[src/rtl/conv_unzero.sv]
// conv_unzero: input-side zero-point removal for the conv datapath.
//
// Takes a frame of unsigned 8-bit activation beats, subtracts the layer zero
// point from every lane and emits signed 16-bit lanes. The lane packing matches
// what the output requantizer consumes.
//
// Ports:
//   clk, rst      clock; synchronous active-high reset
//   Start         one-cycle frame start, honoured only in IDLE
//   beat_total    beats in the frame, sampled with Start (0 behaves as 1)
//   zero_data_in  unsigned zero point, sampled with Start
//   S_Valid/S_Ready/S_Data        input beat stream, L lanes x 8 bits
//   M_Valid/M_Ready/M_Data/M_Last output beat stream, L lanes x 16 bits
//   Busy          frame in progress (state != IDLE)
//   Done          one-cycle pulse when the frame has fully drained

`ifndef PICTURE_NUM
`define PICTURE_NUM 2
`endif
`ifndef WIDTH_DATA
`define WIDTH_DATA 8
`endif

module conv_unzero #(
  parameter int CHANNEL_IN_NUM = 8,
  parameter int BEAT_CNT_WIDTH = 16
) (
  input  logic                                                  clk,
  input  logic                                                  rst,
  input  logic                                                  Start,
  input  logic [BEAT_CNT_WIDTH-1:0]                             beat_total,
  input  logic [7:0]                                            zero_data_in,
  input  logic                                                  S_Valid,
  output logic                                                  S_Ready,
  input  logic [`PICTURE_NUM*CHANNEL_IN_NUM*`WIDTH_DATA-1:0]    S_Data,
  output logic                                                  M_Valid,
  input  logic                                                  M_Ready,
  output logic [`PICTURE_NUM*CHANNEL_IN_NUM*`WIDTH_DATA*2-1:0]  M_Data,
  output logic                                                  M_Last,
  output logic                                                  Busy,
  output logic                                                  Done
);

  localparam int LANES = `PICTURE_NUM * CHANNEL_IN_NUM;
  localparam int SW    = LANES * `WIDTH_DATA;
  localparam int MW    = SW * 2;

  localparam logic [BEAT_CNT_WIDTH-1:0] CNT_ZERO = {BEAT_CNT_WIDTH{1'b0}};
  localparam logic [BEAT_CNT_WIDTH-1:0] CNT_ONE  = {{(BEAT_CNT_WIDTH-1){1'b0}}, 1'b1};

  typedef enum logic [1:0] {
    ST_IDLE  = 2'd0,
    ST_RUN   = 2'd1,
    ST_DRAIN = 2'd2
  } state_t;

  // Each lane is zero-extended to 16 bits before subtracting, so the upper
  // byte of the result is exactly the sign extension of the -255..+255 range.
  function automatic logic [MW-1:0] unzero_beat(input logic [SW-1:0] x,
                                                input logic [7:0]    zp);
    logic [MW-1:0] r;
    r = {MW{1'b0}};
    for (int k = 0; k < LANES; k++) begin
      r[k*16 +: 16] = {8'h00, x[k*8 +: 8]} - {8'h00, zp};
    end
    return r;
  endfunction

  state_t                    state_r, state_nxt_s;
  logic [BEAT_CNT_WIDTH-1:0] remain_r, remain_nxt_s;
  logic [7:0]                zp_r, zp_nxt_s;
  logic                      done_r, done_nxt_s;

  logic                      s1_valid_r;
  logic                      s1_last_r;
  logic [MW-1:0]             s1_diff_r;

  logic                      m_valid_r;
  logic                      m_last_r;
  logic [MW-1:0]             m_data_r;

  logic                      s2_load_s;
  logic                      s_ready_s;
  logic                      s_accept_s;

  // Pipeline handshake: stage2 takes stage1 when it is empty or being drained;
  // the input is accepted in RUN when stage1 is empty or advancing.
  always_comb begin
    s2_load_s  = s1_valid_r && (!m_valid_r || M_Ready);
    s_ready_s  = (state_r == ST_RUN) && (!s1_valid_r || s2_load_s);
    s_accept_s = S_Valid && s_ready_s;
  end

  // Frame control next-state logic.
  always_comb begin
    state_nxt_s  = state_r;
    remain_nxt_s = remain_r;
    zp_nxt_s     = zp_r;
    done_nxt_s   = 1'b0;
    case (state_r)
      ST_IDLE: begin
        // A Start coinciding with the Done pulse is dropped so back-to-back
        // frames always see one clean IDLE cycle.
        if (Start && !done_r) begin
          zp_nxt_s     = zero_data_in;
          remain_nxt_s = (beat_total == CNT_ZERO) ? CNT_ONE : beat_total;
          state_nxt_s  = ST_RUN;
        end else begin
          state_nxt_s  = ST_IDLE;
        end
      end
      ST_RUN: begin
        if (s_accept_s) begin
          remain_nxt_s = remain_r - CNT_ONE;
          if (remain_r == CNT_ONE) begin
            state_nxt_s = ST_DRAIN;
          end else begin
            state_nxt_s = ST_RUN;
          end
        end else begin
          state_nxt_s = ST_RUN;
        end
      end
      ST_DRAIN: begin
        if (!s1_valid_r && !m_valid_r) begin
          state_nxt_s = ST_IDLE;
          done_nxt_s  = 1'b1;
        end else begin
          state_nxt_s = ST_DRAIN;
        end
      end
      default: begin
        state_nxt_s = ST_IDLE;
      end
    endcase
  end

  // Frame control registers.
  always_ff @(posedge clk) begin
    if (rst) begin
      state_r  <= ST_IDLE;
      remain_r <= CNT_ZERO;
      zp_r     <= 8'h00;
      done_r   <= 1'b0;
    end else begin
      state_r  <= state_nxt_s;
      remain_r <= remain_nxt_s;
      zp_r     <= zp_nxt_s;
      done_r   <= done_nxt_s;
    end
  end

  // Stage1: captured input beat, its last flag and the per-lane difference.
  always_ff @(posedge clk) begin
    if (rst) begin
      s1_valid_r <= 1'b0;
      s1_last_r  <= 1'b0;
      s1_diff_r  <= {MW{1'b0}};
    end else if (s_accept_s) begin
      s1_valid_r <= 1'b1;
      s1_last_r  <= (remain_r == CNT_ONE);
      s1_diff_r  <= unzero_beat(S_Data, zp_r);
    end else if (s2_load_s) begin
      s1_valid_r <= 1'b0;
      s1_last_r  <= 1'b0;
    end
  end

  // Stage2: output register; holds steady while the consumer stalls.
  always_ff @(posedge clk) begin
    if (rst) begin
      m_valid_r <= 1'b0;
      m_last_r  <= 1'b0;
      m_data_r  <= {MW{1'b0}};
    end else if (s2_load_s) begin
      m_valid_r <= 1'b1;
      m_last_r  <= s1_last_r;
      m_data_r  <= s1_diff_r;
    end else if (M_Ready) begin
      // Last is cleared with valid so it never shows on an empty output.
      m_valid_r <= 1'b0;
      m_last_r  <= 1'b0;
    end
  end

  assign S_Ready = s_ready_s;
  assign M_Valid = m_valid_r;
  assign M_Last  = m_last_r;
  assign M_Data  = m_data_r;
  assign Busy    = (state_r != ST_IDLE);
  assign Done    = done_r;

endmodule

[config.mk]
export PLATFORM = sky130hd
export DESIGN_NAME = conv_unzero
export DESIGN_NICKNAME = d
export VERILOG_FILES = /design/src/rtl/conv_unzero.sv
export SDC_FILE = /design/constraint.sdc
export NUM_CORES = 1
export LEC_CHECK = 0
export ABC_AREA = 1
export BUFFER_PORTS_ARGS = -buffer_cell sky130_fd_sc_hd__buf_2
export CORE_MARGIN = 2
export CORE_UTILIZATION = 50
export CTS_CLUSTER_SIZE = 12
export DETAILED_ROUTE_END_ITERATION = 8
export PLACE_DENSITY_LB_ADDON = 0.25
export SETUP_SLACK_MARGIN = 0.5
export SYNTH_ARGS = -nofsm -noshare
export SYNTH_HDL_FRONTEND = slang
export SYNTH_SLANG_ARGS = --single-unit
[constraint.sdc]
create_clock -name clk -period 3.7 [get_ports clk]
set_clock_uncertainty 0.05 [all_clocks]
set_input_delay 0.37 -clock clk [delete_from_list [all_inputs] [get_ports clk]]
set_output_delay 0.37 -clock clk [all_outputs]
set_load 0.01 [all_outputs]
==> impl.org <==
** Logic synthesis
- The synthesized design devotes to its leading area cell type 36.1% of total area.
- For this run, the number of Yosys warnings is 0.
- For this run, the leading register cell type out of synthesis is sky130_fd_sc_hd__dfxtp_1.
- EDFF count, synth :: 0
- Of the total synthesized cell area, the portion taken by full adders, half adders and majority gates is 11.0%.
- After Yosys synthesis, and, or, nand and nor cells account for 16.5% of the synthesized area.
- The number of different library cells used by synthesis comes to 30.
- Total standard cell area after synthesis :: 17,700 sq um
- Net count after synthesis :: 2,717
- By area, the combinational part of the netlist is dominated by compound AO/OA/AOI/OAI gates.
- Multiplexer cells account for 0% of the synthesized area.
- Counting instances in the post-synthesis netlist gives the leading cell types as 322 x sky130_fd_sc_hd__nand2_1, 319 x sky130_fd_sc_hd__dfxtp_1, 308 x sky130_fd_sc_hd__inv_1.
- Post-synthesis share of cell area spent on xor and xnor gates :: 2.42%
- After synthesis, the cell types taking the most area are sky130_fd_sc_hd__dfxtp_1 36%, sky130_fd_sc_hd__ha_1 9.2%, sky130_fd_sc_hd__a21oi_1 8.3%, sky130_fd_sc_hd__o21ai_0 7.4%, sky130_fd_sc_hd__nand2_1 6.8%.
- Summing the areas of all compound-gate instances in the mapped netlist gives 20.0% of the synthesized area.
- After synthesis the netlist holds a flip-flop and latch count of 319.
- sky130_fd_sc_hd__dfxtp_1 takes more of the synthesized area than any other cell.
- Most repeated cell in the gate-level netlist after synthesis :: sky130_fd_sc_hd__nand2_1
- Gate Count Post-Synth :: 2,414
- Of all flip-flops after synthesis, the portion carrying an async set or reset was 0%.
- Seq/Total Area, Yosys :: 36.1%
- Averaged over all synthesized cells, the footprint is 7.34 sq um.

** Timing
- Final critical-path share of the clock period :: 72.5%
- Sum Neg Setup Slack :: 0 ps
- Number of failing setup endpoints in the final timing report :: 0
- The worst path meets setup with 1020 ps of slack.
- Subtracting the final worst setup slack from the clock period gives 2680 ps.
- Number of hold violations in the final report :: 0
- Setup repair after global routing left no endpoint under its margin.
- Worst rel slew slack :: 23.8%
- The max-slew violation total from the final report was 0.
- Static timing analysis puts the maximum clock frequency at 0.373 GHz.
- For the pin with the worst max-slew slack, the measured transition is 1140 ps.
- Worst hold slack across all endpoints :: 67.9 ps

** Routing
- Detailed routing inserted a total of 16,500 vias.
- Before antenna repair, the detailed router went through 5 iterations.
- Drt wl/cell :: 16.1 um
- Drc violations :: 0
- Final ANT Viol Nets :: 0
- Wires add up to 51,000 um.
- In this run, the number of DRC markers left after iteration 0 of detailed routing was 952.
- Post-DR vias/cell :: 5.21

** Worst setup path
- Worst-case reg-to-reg path depth :: 11
- Critical path depth in cells :: 11
- STA classifies the critical path endpoint as a flop.
- Maximum fanout along the worst path :: 15
- At the worst endpoint, the required time is 4070 ps.
- Critical Path, Cell by Cell :: clkinvlp_4 > buf_4 > buf_4 > fa_1 > nand3_1 > nand2_1 > nand2_1 > a21o_1 > nand3_1 > nand2_1 > inv_1
- Among all stages on the critical path, the largest delay is contributed by sky130_fd_sc_hd__dfxtp_2.
- Endpoint arrival time on the critical path :: 3060 ps
- Type of the worst setup path :: flop to flop
- CP delay by family, top :: flip-flops
- The worst setup path is launched from a flop.
- In this design, the critical path's most frequently occurring cell is sky130_fd_sc_hd__nand2_1.
- Together, buffers and inverters on the worst path number 4.
- Delay of the slowest critical-path stage :: 840 ps

** Layout
- Layout cell share with drive strength beyond 1 :: 18.8%
- From synthesis to final layout, the design area changed by 16.0%.
- The net count of the finished layout is 2,977.

** Pwr
- Final Total Pwr :: 0.00958 W
- Static Leakage :: 10.6 nW
- Across the VDD grid, the largest voltage drop is 0.000342 V.
- Areal power density over the cells :: 466 nW/um^2

** Placed design
- HPWL after detailed placement :: 35,900 um
- Buffers placed on the I/O ports in this run total 417.
- Worst setup timing slack at the placement stage :: 516 ps
- At the end of routability-driven placement, the weighted congestion stood at 0.927.

** Floorplan
- Area enclosed by the die boundary :: 36,900 sq um
- Starting Density :: 51.0%
- Vertical die dimension :: 192 um
- For this design the top-level I/O count stands at 418.
- Core footprint :: 34,700 sq um
- The floorplan step set the die width to 192 um.
- Site Rows :: 68

** Min path
- Path class of the lowest-slack min-delay path :: input pin to flop
- Counting instances, the worst hold path has a depth of 3.

** Clock tree
- Clock buffers created by TritonCTS :: 36
- Clock-pin slew was measured on the worst setup and hold paths at 60 ps.
- H-Tree Level Count :: 2
- CTS placed an instance of sky130_fd_sc_hd__clkbuf_16 at the clock tree root.
- Hold bufs inserted after CTS :: 0
- TritonCTS built the clock tree.
- Skew-Pair Late Insertion Delay :: 530 ps
- The clock passes through at most 3 buffers.
- Clock sink count :: 319

** Global route
- Largest net degree at the start of global routing :: 116
- The first global-routing pass estimated 78,100 um of wire.
- Global-route total usage across every layer :: 27.0%
- The number of antenna violations at the first check in global routing was 13.
- The via count of the first global-routing pass was 15,000.
- Grt ovf :: 0

** Flow run
- Max Cap Violations :: 0

** Outcome
- The run finished with clean final reports.
-- cell type report --
cell class,count,area (sq um)
fillers,3254,14200
well taps,455,569
clock inverters,9,153
flip-flops and latches,319,6390
diodes,9,22.5
inverters,310,1180
repair buffers,438,2290
clock buffers,55,1090
multi-input cells,1569,8850
-- worst register-to-register path, cell delays in order (launching register included) --
cell	delay, ps
sky130_fd_sc_hd__dfxtp_2	840
sky130_fd_sc_hd__clkinvlp_4	270
sky130_fd_sc_hd__buf_4	260
sky130_fd_sc_hd__buf_4	170
sky130_fd_sc_hd__fa_1	420
sky130_fd_sc_hd__nand3_1	100
sky130_fd_sc_hd__nand2_1	100
sky130_fd_sc_hd__nand2_1	100
sky130_fd_sc_hd__a21o_1	110
sky130_fd_sc_hd__nand3_1	70
sky130_fd_sc_hd__nand2_1	70
sky130_fd_sc_hd__inv_1	30
-- logic make-up (layout without fill, tap and decap cells) --
| logic type | count (synthesis) | count (layout) |
|---|---|---|
| simple gates | 701 | 701 |
| other cells | 0 | 9 |
| fa+ha+maj | 146 | 146 |
| flops | 319 | 319 |
| xor+xnor | 49 | 49 |
| buf+inv | 526 | 812 |
| compound gates | 673 | 673 |
-- power breakdown --
| part | total [W] | switching (W) | leakage, nW | internal, W |
|---|---|---|---|---|
| Sequential | 0.00377 | 0.000129 | 2.61 | 0.00364 |
| Clock | 0.00375 | 0.00144 | 0.615 | 0.00232 |
| Combinational | 0.00206 | 0.00128 | 7.39 | 0.000782 |
-- flip-flops by register name, indices dropped and copies added (netlist names) --
register    flops
s1_valid_r      1
s1_diff_r     144
M_Valid         1
state_r         2
M_Last          1
zp_r            8
Done            1
remain_r       16
s1_last_r       1
M_Data        144
-- worst paths after layout --
path | startpoint | endpoint | slack [ps]
worst max register to register | zp_r[1]$_SDFFE_PP0P_ | s1_diff_r[166]$_SDFFE_PP0P_ | 1020
worst min register to register | s1_diff_r[1]$_SDFFE_PP0P_ | M_Data[1]$_SDFFE_PP0P_ | 390
worst max-delay path | zp_r[1]$_SDFFE_PP0P_ | s1_diff_r[166]$_SDFFE_PP0P_ | 1020
worst min-delay path | beat_total[3] | remain_r[3]$_SDFFE_PP0P_ | 70
-- timing repair --
action                                  4_1_cts  5_1_grt
endpoints found under the setup margin        0       40
gates resized for setup                       0        1
setup buffers                                 0        4
-- cells in the final DEF, fill, tap and decap left out, types with 2 or more instances in the layout --
cell type and count:
sky130_fd_sc_hd__a21boi_0 13, sky130_fd_sc_hd__a21o_1 15, sky130_fd_sc_hd__a21oi_1 295, sky130_fd_sc_hd__buf_12 4, sky130_fd_sc_hd__buf_2 417, sky130_fd_sc_hd__buf_4 17
sky130_fd_sc_hd__bufinv_16 4, sky130_fd_sc_hd__clkbuf_1 8, sky130_fd_sc_hd__clkbuf_16 37, sky130_fd_sc_hd__clkbuf_8 10, sky130_fd_sc_hd__clkinv_2 3, sky130_fd_sc_hd__dfxtp_1 318
sky130_fd_sc_hd__diode_2 9, sky130_fd_sc_hd__fa_1 16, sky130_fd_sc_hd__ha_1 130, sky130_fd_sc_hd__inv_1 305, sky130_fd_sc_hd__inv_6 5, sky130_fd_sc_hd__nand2_1 322
sky130_fd_sc_hd__nand2_2 2, sky130_fd_sc_hd__nand3_1 127, sky130_fd_sc_hd__nand3b_1 14, sky130_fd_sc_hd__nand4_1 17, sky130_fd_sc_hd__nor2_1 214, sky130_fd_sc_hd__o211ai_1 4
sky130_fd_sc_hd__o21a_1 29, sky130_fd_sc_hd__o21ai_0 262, sky130_fd_sc_hd__o21ai_1 43, sky130_fd_sc_hd__o21bai_1 11, sky130_fd_sc_hd__or2_2 2, sky130_fd_sc_hd__xnor2_1 13
sky130_fd_sc_hd__xor2_1 36
-- layer usage --
metal | share of wire, % | vias to the layer above | GRT usage (%)
met4 | 3.9 | 10 | 12.2
met5 | 0.13 | - | 0
li1 | - | 8349 | -
met2 | 46 | 520 | 44.4
met1 | 44 | 7482 | 34.5
met3 | 6.4 | 110 | 4.99
-- stage by stage --
| step | instances | utilization [%] | cell area (sq um) |
|---|---|---|---|
| finish | 3164 | 59.2 | 20600 |
| global route | 3161 | 59.2 | 20500 |
| CTS | 3151 | 59.0 | 20500 |
| detailed placement | 3087 | 55.4 | 19200 |
| global placement | 3087 | 55.4 | 19200 |
| floorplan | 2414 | - | 17700 |
Power figures use the tool's default switching activity.
